==> config.mk <==
export PLATFORM = sky130hd
export DESIGN_NAME = alu_op_sequencer
export DESIGN_NICKNAME = d
export VERILOG_FILES = /design/src/rtl/alu_op_sequencer.sv
export SDC_FILE = /design/constraint.sdc
export NUM_CORES = 1
export LEC_CHECK = 0
export ABC_AREA = 1
export CORE_AREA = 2 2 161 163
export DETAILED_ROUTE_END_ITERATION = 10
export DIE_AREA = 0 0 163 165
export HOLD_SLACK_MARGIN = 0.1
export PLACE_DENSITY = 0.65
export SYNTH_ARGS = -nofsm -noshare
export SYNTH_HDL_FRONTEND = slang
export SYNTH_SLANG_ARGS = --single-unit
==> constraint.sdc <==
create_clock -name clk -period 4.45 [get_ports clk]
set_input_delay 0.89 -clock clk [delete_from_list [all_inputs] [get_ports clk]]
set_output_delay 0.89 -clock clk [all_outputs]
set_load 0.02 [all_outputs]
==> src/rtl/alu_op_sequencer.sv <==
// Request/response sequencer for the combinational 64-bit ALU: launches registered operands,
// waits a fixed settle window, captures result and NZCV, and keeps the architectural flag register.
module alu_op_sequencer #(
    parameter int SETTLE_CYCLES = 4,
    parameter int DATA_W        = 64
) (
    input  logic              clk,
    input  logic              reset_n,
    input  logic              req_valid,
    output logic              req_ready,
    input  logic [DATA_W-1:0] req_a,
    input  logic [DATA_W-1:0] req_b,
    input  logic [2:0]        req_cntrl,
    input  logic              req_set_flags,
    output logic [DATA_W-1:0] alu_a,
    output logic [DATA_W-1:0] alu_b,
    output logic [2:0]        alu_cntrl,
    input  logic [DATA_W-1:0] alu_result,
    input  logic [3:0]        alu_flags,
    output logic              resp_valid,
    input  logic              resp_ready,
    output logic [DATA_W-1:0] resp_result,
    output logic [3:0]        resp_flags,
    output logic              resp_err,
    output logic [3:0]        flags_q,
    output logic              busy
);

    localparam int CNT_W = (SETTLE_CYCLES > 1) ? $clog2(SETTLE_CYCLES) : 1;

    typedef enum logic [1:0] {
        IDLE   = 2'd0,
        SETTLE = 2'd1,
        RESP   = 2'd2
    } state_t;

    state_t             state_q, state_d;
    logic [CNT_W-1:0]   cnt_q, cnt_d;
    logic [DATA_W-1:0]  alu_a_q, alu_a_d;
    logic [DATA_W-1:0]  alu_b_q, alu_b_d;
    logic [2:0]         alu_cntrl_q, alu_cntrl_d;
    logic               set_flags_q, set_flags_d;
    logic               resp_valid_q, resp_valid_d;
    logic [DATA_W-1:0]  resp_result_q, resp_result_d;
    logic [3:0]         resp_flags_q, resp_flags_d;
    logic               resp_err_q, resp_err_d;
    logic [3:0]         nzcv_q, nzcv_d;

    // 001 and 111 have no ALU meaning; they are answered with an error and never launched.
    function automatic logic cntrl_legal(input logic [2:0] c);
        return (c != 3'b001) && (c != 3'b111);
    endfunction

    always_comb begin
        state_d       = state_q;
        cnt_d         = cnt_q;
        alu_a_d       = alu_a_q;
        alu_b_d       = alu_b_q;
        alu_cntrl_d   = alu_cntrl_q;
        set_flags_d   = set_flags_q;
        resp_valid_d  = resp_valid_q;
        resp_result_d = resp_result_q;
        resp_flags_d  = resp_flags_q;
        resp_err_d    = resp_err_q;
        nzcv_d        = nzcv_q;

        case (state_q)
            IDLE: begin
                if (req_valid) begin
                    if (cntrl_legal(req_cntrl)) begin
                        alu_a_d     = req_a;
                        alu_b_d     = req_b;
                        alu_cntrl_d = req_cntrl;
                        set_flags_d = req_set_flags;
                        cnt_d       = CNT_W'(SETTLE_CYCLES - 1);
                        state_d     = SETTLE;
                    end else begin
                        resp_valid_d  = 1'b1;
                        resp_result_d = '0;
                        resp_flags_d  = 4'b0000;
                        resp_err_d    = 1'b1;
                        state_d       = RESP;
                    end
                end
            end
            SETTLE: begin
                if (cnt_q != '0) begin
                    cnt_d = cnt_q - 1'b1;
                end else begin
                    resp_valid_d  = 1'b1;
                    resp_result_d = alu_result;
                    resp_flags_d  = alu_flags;
                    resp_err_d    = 1'b0;
                    if (set_flags_q) begin
                        nzcv_d = alu_flags;
                    end
                    state_d = RESP;
                end
            end
            RESP: begin
                if (resp_ready) begin
                    resp_valid_d = 1'b0;
                    state_d      = IDLE;
                end
            end
            default: state_d = IDLE;
        endcase
    end

    always_ff @(posedge clk or negedge reset_n) begin
        if (!reset_n) begin
            state_q       <= IDLE;
            cnt_q         <= '0;
            alu_a_q       <= '0;
            alu_b_q       <= '0;
            alu_cntrl_q   <= 3'b000;
            set_flags_q   <= 1'b0;
            resp_valid_q  <= 1'b0;
            resp_result_q <= '0;
            resp_flags_q  <= 4'b0000;
            resp_err_q    <= 1'b0;
            nzcv_q        <= 4'b0000;
        end else begin
            state_q       <= state_d;
            cnt_q         <= cnt_d;
            alu_a_q       <= alu_a_d;
            alu_b_q       <= alu_b_d;
            alu_cntrl_q   <= alu_cntrl_d;
            set_flags_q   <= set_flags_d;
            resp_valid_q  <= resp_valid_d;
            resp_result_q <= resp_result_d;
            resp_flags_q  <= resp_flags_d;
            resp_err_q    <= resp_err_d;
            nzcv_q        <= nzcv_d;
        end
    end

    assign req_ready   = (state_q == IDLE);
    assign busy        = (state_q != IDLE);
    assign alu_a       = alu_a_q;
    assign alu_b       = alu_b_q;
    assign alu_cntrl   = alu_cntrl_q;
    assign resp_valid  = resp_valid_q;
    assign resp_result = resp_result_q;
    assign resp_flags  = resp_flags_q;
    assign resp_err    = resp_err_q;
    assign flags_q     = nzcv_q;

endmodule

==> flow_metrics.env, run 1 <==
export IMPL_arrival_ps=1810
export IMPL_first_pass_iters=4
export IMPL_final_util_pct=53.4
export IMPL_outcome="finished clean"
export IMPL_gp_congestion=0.779
export IMPL_tns_ps=0
export IMPL_clock_sinks=210
export IMPL_crit_chain="nor2_2 -> inv_2 -> clkdlybuf4s50_1"
export IMPL_dp_cells=1612
export IMPL_ys_warn_count=0
export IMPL_syn_num_nets=1122
export IMPL_port_buffers=410
export IMPL_ctsResizeCount=0
export IMPL_post_cts_buffers=0
export IMPL_fp_coreArea_um2=25000
export IMPL_final_cell_mix="482 x nand2_1, 409 x clkdlybuf4s50_1, 210 x dfrtp_1"
export IMPL_syn_instance_count=917
export IMPL_clk_pin_slew_ps=60
export IMPL_ys_seq_elements=210
export IMPL_fp_dieArea_um2=26900
export IMPL_finalMaxSlewViolations=0
export IMPL_post_drt_wl_per_cell_um=16.2
export IMPL_maxCapViolCount=0
export IMPL_slowest_stage="clkdlybuf4s50_1"
export IMPL_register_area_um2=5260
export IMPL_die_x_um=163
export IMPL_drt_initial_drc_count=366
export IMPL_cts_path_max_buffers=3
export IMPL_nFillCells=2342
export IMPL_drt_wl_total_mm=26.9
export IMPL_critPathMaxStageDelay_ps=640
export IMPL_min_path_type="in -> async"
export IMPL_endpoint_kind="output pin"
export IMPL_dp_hpwl_mm=18.7
export IMPL_peakVddDrop_mv=0.376
export IMPL_powerDensity_nw_per_um2=718
export IMPL_max_slew_margin_rel_pct=27.2
export IMPL_grt_antenna_before_repair=0
export IMPL_ioPinCount=411
export IMPL_overflow=0
export IMPL_path_max_fanout=5
export IMPL_grt_pass1_wl_mm=40.7
export IMPL_rows=58
export IMPL_ys_seq_area_share_pct=63.4
export IMPL_drtAntennaViolNets=0
export IMPL_synth_distinct_cells=18
export IMPL_via_per_inst=4.50
export IMPL_worstSetupStartpointType="flop"
export IMPL_start_util_pct=33.1
export IMPL_syn_to_final_growth_pct=61.3
export IMPL_hold_buffers=0
export IMPL_first_global_vias=7414
export IMPL_grtUsageTotal_pct=19.1
export IMPL_clk_latency_ps=510
export IMPL_path_class="reg -> out"
export IMPL_fin_cells=1655
export IMPL_dieHeight_um=165
export IMPL_antennaDiodeCount=0
export IMPL_final_layout_size_suffix_gt1_share_pct=4.68
export IMPL_cts_root_buf="clkbuf_16"
export IMPL_skew_ps=13.0
export IMPL_rsz0062_at_grt="no"
export IMPL_remaining_drc_errors=0
export IMPL_multi_input_area_um2=2640
export IMPL_p_leak_nw=6.57
export IMPL_hold_violations=0
export IMPL_crit_required_ps=3560
export IMPL_hold_slack_ps=411
export IMPL_cts_tree="built"
export IMPL_vias=7452
export IMPL_period_minus_slack_ps=2700
export IMPL_grt_max_degree=112
export IMPL_h_tree_depth=1
export IMPL_power_mw=9.61
export IMPL_final_common_cell="nand2_1"
export IMPL_fmax_ghz=0.370
export IMPL_synth_area_um2=8290
export IMPL_tightestPinTransition_ps=1090
export IMPL_setup_viol=0
export IMPL_period_share_pct=60.7
export IMPL_nNetsFinal=1513
export IMPL_cts_inserted_buffers=24
export IMPL_avgSynthCellArea_um2=9.04
-- cells in the mapped netlist, drive strengths merged --
library cell  instances  share of area (%)
nor2                  5               0.54
a21oi                 1               0.11
inv                  16               0.72
ha                    1               0.15
clkbuf                6               0.27
o31ai                 1              0.091
dfrtp               210                 63
buf                  50                4.0
nand3               135                8.2
nand2               485                 22
o21ai                 7               0.42
-- cell families (layout without fill, tap and decap cells) --
group / Yosys count / count (layout) / share of synthesized area [%]
flip-flops: 210 / 210 / 63.4
AO/OA/AOI/OAI: 9 / 9 / 0.619
adder cells (fa/ha/maj): 1 / 1 / 0.151
buffers and inverters: 72 / 480 / 5.01
AND/OR/NAND/NOR: 625 / 625 / 30.9
-- routing by layer --
layer | global-route usage (%) | routed length [um]
met5 | 0 | 0
met4 | 3.82 | 462
met3 | 7.79 | 2900
met2 | 33.3 | 13000
met1 | 22.3 | 10500
-- per-stage QoR --
step / instance area [um2] / worst slack [ps]
2_1_floorplan: 8290 / 2600
3_3_place_gp: 12600 / 1250
3_5_place_dp: 12600 / 1250
4_1_cts: 13400 / 1710
5_1_grt: 13400 / 1620
6_report: 13400 / 1750
-- cell type report --
cell class / instances / area share (%)
clock buffers: 34 / 5.23
repair buffers: 421 / 31.5
clock inverters: 9 / 0.711
flip-flops and latches: 210 / 39.3
well taps: 330 / 3.09
multi-input cells: 635 / 19.7
inverters: 16 / 0.449
-- report_power, final --
part	switching, mW	total, mW	internal, mW
combinational	2.46	4.41	1.95
sequential	0.463	3.21	2.74
clock	0.782	1.99	1.21
-- worst paths after layout --
path / slack [ps] / start / to / cells after the start
max in group asynchronous: 2920 / reset_n / alu_a[38]$_DFFE_PN0P_ / 2
worst max-delay path: 1750 / state_q[1]$_DFFE_PN0P_ / busy / 3
worst min-delay path: 410 / reset_n / alu_b[1]$_DFFE_PN0P_ / 1
min in group clk: 470 / alu_a[44]$_DFFE_PN0P_ / alu_a[44]$_DFFE_PN0P_ / 2
worst min register to register: 470 / alu_a[44]$_DFFE_PN0P_ / alu_a[44]$_DFFE_PN0P_ / 2
worst max register to register: 2070 / state_q[1]$_DFFE_PN0P_ / alu_a[52]$_DFFE_PN0P_ / 7
-- registers in the layout (all words and copies together), names as in the netlist --
name	flops
cnt_q	2
alu_cntrl	3
flags_q	4
state_q	2
resp_flags	4
alu_a	64
set_flags_q	1
alu_b	64
resp_result	64
resp_valid	1
resp_err	1
-- worst max-delay path, delay by kind of cell, from the launching register on --
kind | cells | cell delay [ps]
AND/OR/NAND/NOR | 1 | 90
buffers and inverters | 2 | 750
flip-flops | 1 | 460
Power figures use the tool's default switching activity.
==> run 2: changes to the inputs <==
--- a/config.mk
+++ b/config.mk
@@ -6,11 +6,11 @@
 export NUM_CORES = 1
 export LEC_CHECK = 0
 export ABC_AREA = 1
-export CORE_AREA = 2 2 161 163
+export CORE_AREA = 2 2 158 160
 export DETAILED_ROUTE_END_ITERATION = 10
-export DIE_AREA = 0 0 163 165
+export DIE_AREA = 0 0 160 162
 export HOLD_SLACK_MARGIN = 0.1
-export PLACE_DENSITY = 0.65
+export PLACE_DENSITY = 0.7
 export SYNTH_ARGS = -nofsm -noshare
 export SYNTH_HDL_FRONTEND = slang
 export SYNTH_SLANG_ARGS = --single-unit
==> constraint.sdc (replaced) <==
create_clock -name clk -period 2.3 [get_ports clk]
set_input_delay 0.46 -clock clk [delete_from_list [all_inputs] [get_ports clk]]
set_output_delay 0.46 -clock clk [all_outputs]
set_load 0.02 [all_outputs]
==> run 2 against run 1 <==
Against the previous run: clock power increased by 95%; core utilization increased by 3.0 points; final cell count increased by 0.54%; flip-flop and latch count unchanged; sequential power increased by 93%; count of clock-buffer cells in the layout increased by 1; total power increased by 95%; worst setup slack got worse by 1400 ps; via count increased by 3.8%; die area decreased by 3.6%; combinational power increased by 97%; register-to-register slack got worse by 1500 ps; largest power group unchanged.
==> flow_metrics.env, run 2 (same netlist as run 1, synthesis figures left out) <==
export IMPL_clock_sinks=210
export IMPL_drtAntennaViolNets=0
export IMPL_fmax_ghz=0.500
export IMPL_gp_congestion=0.810
export IMPL_first_pass_iters=5
export IMPL_min_path_cells=2
export IMPL_r2r_end="resp_result[15]$_DFFE_PN0P_"
export IMPL_rsz0062_at_grt="no"
export IMPL_ioPinCount=411
export IMPL_slowest_stage="dfrtp_1"
export IMPL_critPathMaxStageDelay_ps=450
export IMPL_drt_wl_total_mm=26.7
export IMPL_dieHeight_um=162
export IMPL_remaining_drc_errors=0
export IMPL_path_class="reg -> out"
export IMPL_h_tree_depth=1
export IMPL_setup_ws_ps=300
export IMPL_final_layout_size_suffix_gt1_share_pct=5.60
export IMPL_endpoint_kind="output pin"
export IMPL_r2r_cells=10
export IMPL_cts_root_buf="clkbuf_16"
export IMPL_max_slew_margin_rel_pct=64.7
export IMPL_cts_inserted_buffers=24
export IMPL_p_leak_nw=6.67
export IMPL_syn_to_final_growth_pct=63.9
export IMPL_peakVddDrop_mv=0.766
export IMPL_drt_initial_drc_count=461
export IMPL_hold_slack_ps=467
export IMPL_start_util_pct=34.4
export IMPL_path_max_fanout=5
export IMPL_outcome="finished clean"
export IMPL_powerDensity_nw_per_um2=1380
export IMPL_final_common_cell="nand2_1"
export IMPL_r2r_slack_ps=590
export IMPL_port_buffers=410
export IMPL_hp_start="resp_result[31]$_DFFE_PN0P_"
export IMPL_grt_antenna_before_repair=2
export IMPL_crit_chain="nor2_2 -> dlygate4sd2_1"
export IMPL_vias=7733
export IMPL_r2r_start="cnt_q[0]$_DFFE_PN0P_"
export IMPL_nNetsFinal=1526
export IMPL_via_per_inst=4.65
export IMPL_grtUsageTotal_pct=19.9
export IMPL_final_cell_mix="482 x nand2_1, 407 x clkdlybuf4s50_1, 210 x dfrtp_1"
export IMPL_cts_path_max_buffers=3
export IMPL_die_x_um=160
export IMPL_period_share_pct=87.0
export IMPL_grt_pass1_wl_mm=41.6
export IMPL_hold_violations=0
export IMPL_first_global_vias=7692
export IMPL_setup_viol=0
export IMPL_final_util_pct=56.4
export IMPL_overflow=0
export IMPL_tightestPinTransition_ps=529
export IMPL_maxCapViolCount=0
export IMPL_crit_required_ps=1840
export IMPL_dp_hpwl_mm=18.8
export IMPL_clk_latency_ps=500
export IMPL_rows=57
export IMPL_min_path_type="reg -> reg"
export IMPL_tns_ps=0
export IMPL_worstSetupStartpointType="flop"
export IMPL_grt_max_degree=86
export IMPL_fp_dieArea_um2=25900
export IMPL_fp_coreArea_um2=24100
export IMPL_period_minus_slack_ps=2000
export IMPL_place_ws_ps=212
export IMPL_hold_end="resp_result[31]$_DFFE_PN0P_"
export IMPL_arrival_ps=1540
export IMPL_skew_ps=9.68
export IMPL_post_drt_wl_per_cell_um=16.0
export IMPL_finalMaxSlewViolations=0
export IMPL_cts_tree="built"
export IMPL_clk_pin_slew_ps=60
run 2: cell types whose count changed in the layout (fill, tap and decap cells not counted), moves of 2 or more:
cell | before | now
clkinvlp_4 | 0 | 2
clkbuf_8 | 4 | 6
buf_12 | 2 | 10
clkdlybuf4s50_1 | 409 | 407
buf_4 | 9 | 13
clkinv_2 | 7 | 4
run 2: where the power goes:
group	total [mW]	internal, mW	switching (mW)
clock network	3.89	2.38	1.52
registers	6.18	5.31	0.871
logic	8.67	3.90	4.77
total	18.7	11.6	7.16
run 2: metrics by stage:
stage	std cells	power, mW	cell area (um2)
final	1664	18.7	13600
after global routing	1664	19.9	13600
after CTS	1663	19.0	13600
after detailed placement	1618	15.0	12800
after global placement	1618	14.8	12800
after floorplan	917	10.5	8290
run 2: critical path: cells and delay by family (launching register included):
| kind | cells | cell delay [ps] |
|---|---|---|
| buffers and inverters | 1 | 400 |
| flip-flops | 1 | 450 |
| AND/OR/NAND/NOR | 1 | 190 |
run 2: worst max-delay path by stage:
stage	to	startpoint	cells after the start	slack [ps]
after floorplan	alu_a[0]$_DFFE_PN0P_	state_q[1]$_DFFE_PN0P_	8	710
after global placement	alu_a[22]$_DFFE_PN0P_	req_cntrl[2]	6	220
after detailed placement	alu_a[48]$_DFFE_PN0P_	req_cntrl[2]	6	210
after CTS	busy	state_q[1]$_DFFE_PN0P_	3	0.4
after global routing	req_ready	state_q[1]$_DFFE_PN0P_	2	230
final	req_ready	state_q[1]$_DFFE_PN0P_	2	300
run 2: final cells by class:
cell class	instances	area (um2)
diodes	1	2.50
clock buffers	35	713
clock inverters	9	104
fillers	2168	10500
inverters	16	60.1
multi-input cells	635	2640
flip-flops and latches	210	5260
well taps	324	405
repair buffers	434	4420
run 2: repair_timing:
item	CTS	global route
hold endpoints to repair	48	0
hold buffers	1	0
setup endpoints to repair	2	1
pin swaps	0	0
setup buffers	0	0
gates resized for setup	1	1
run 2: routing by layer:
metal  up-vias  track usage (%)  routed length, um  part of all wire [%]
met5         -                0                  0                     0
met4         0             6.51                728                   2.7
met1      3679             24.2              10700                    40
li1       3678                -                  -                     -
met2       326             33.4              12700                    48
met3        50             6.72               2470                   9.2
==> run 3: changes to the inputs <==
--- a/config.mk
+++ b/config.mk
@@ -9,6 +9,7 @@
 export CORE_AREA = 2 2 158 160
 export DETAILED_ROUTE_END_ITERATION = 10
 export DIE_AREA = 0 0 160 162
+export GPL_ROUTABILITY_DRIVEN = 0
 export HOLD_SLACK_MARGIN = 0.1
 export PLACE_DENSITY = 0.7
 export SYNTH_ARGS = -nofsm -noshare
==> results of run 3 <==
No change in the layout: final DEF, timing and power equal those of run 2.
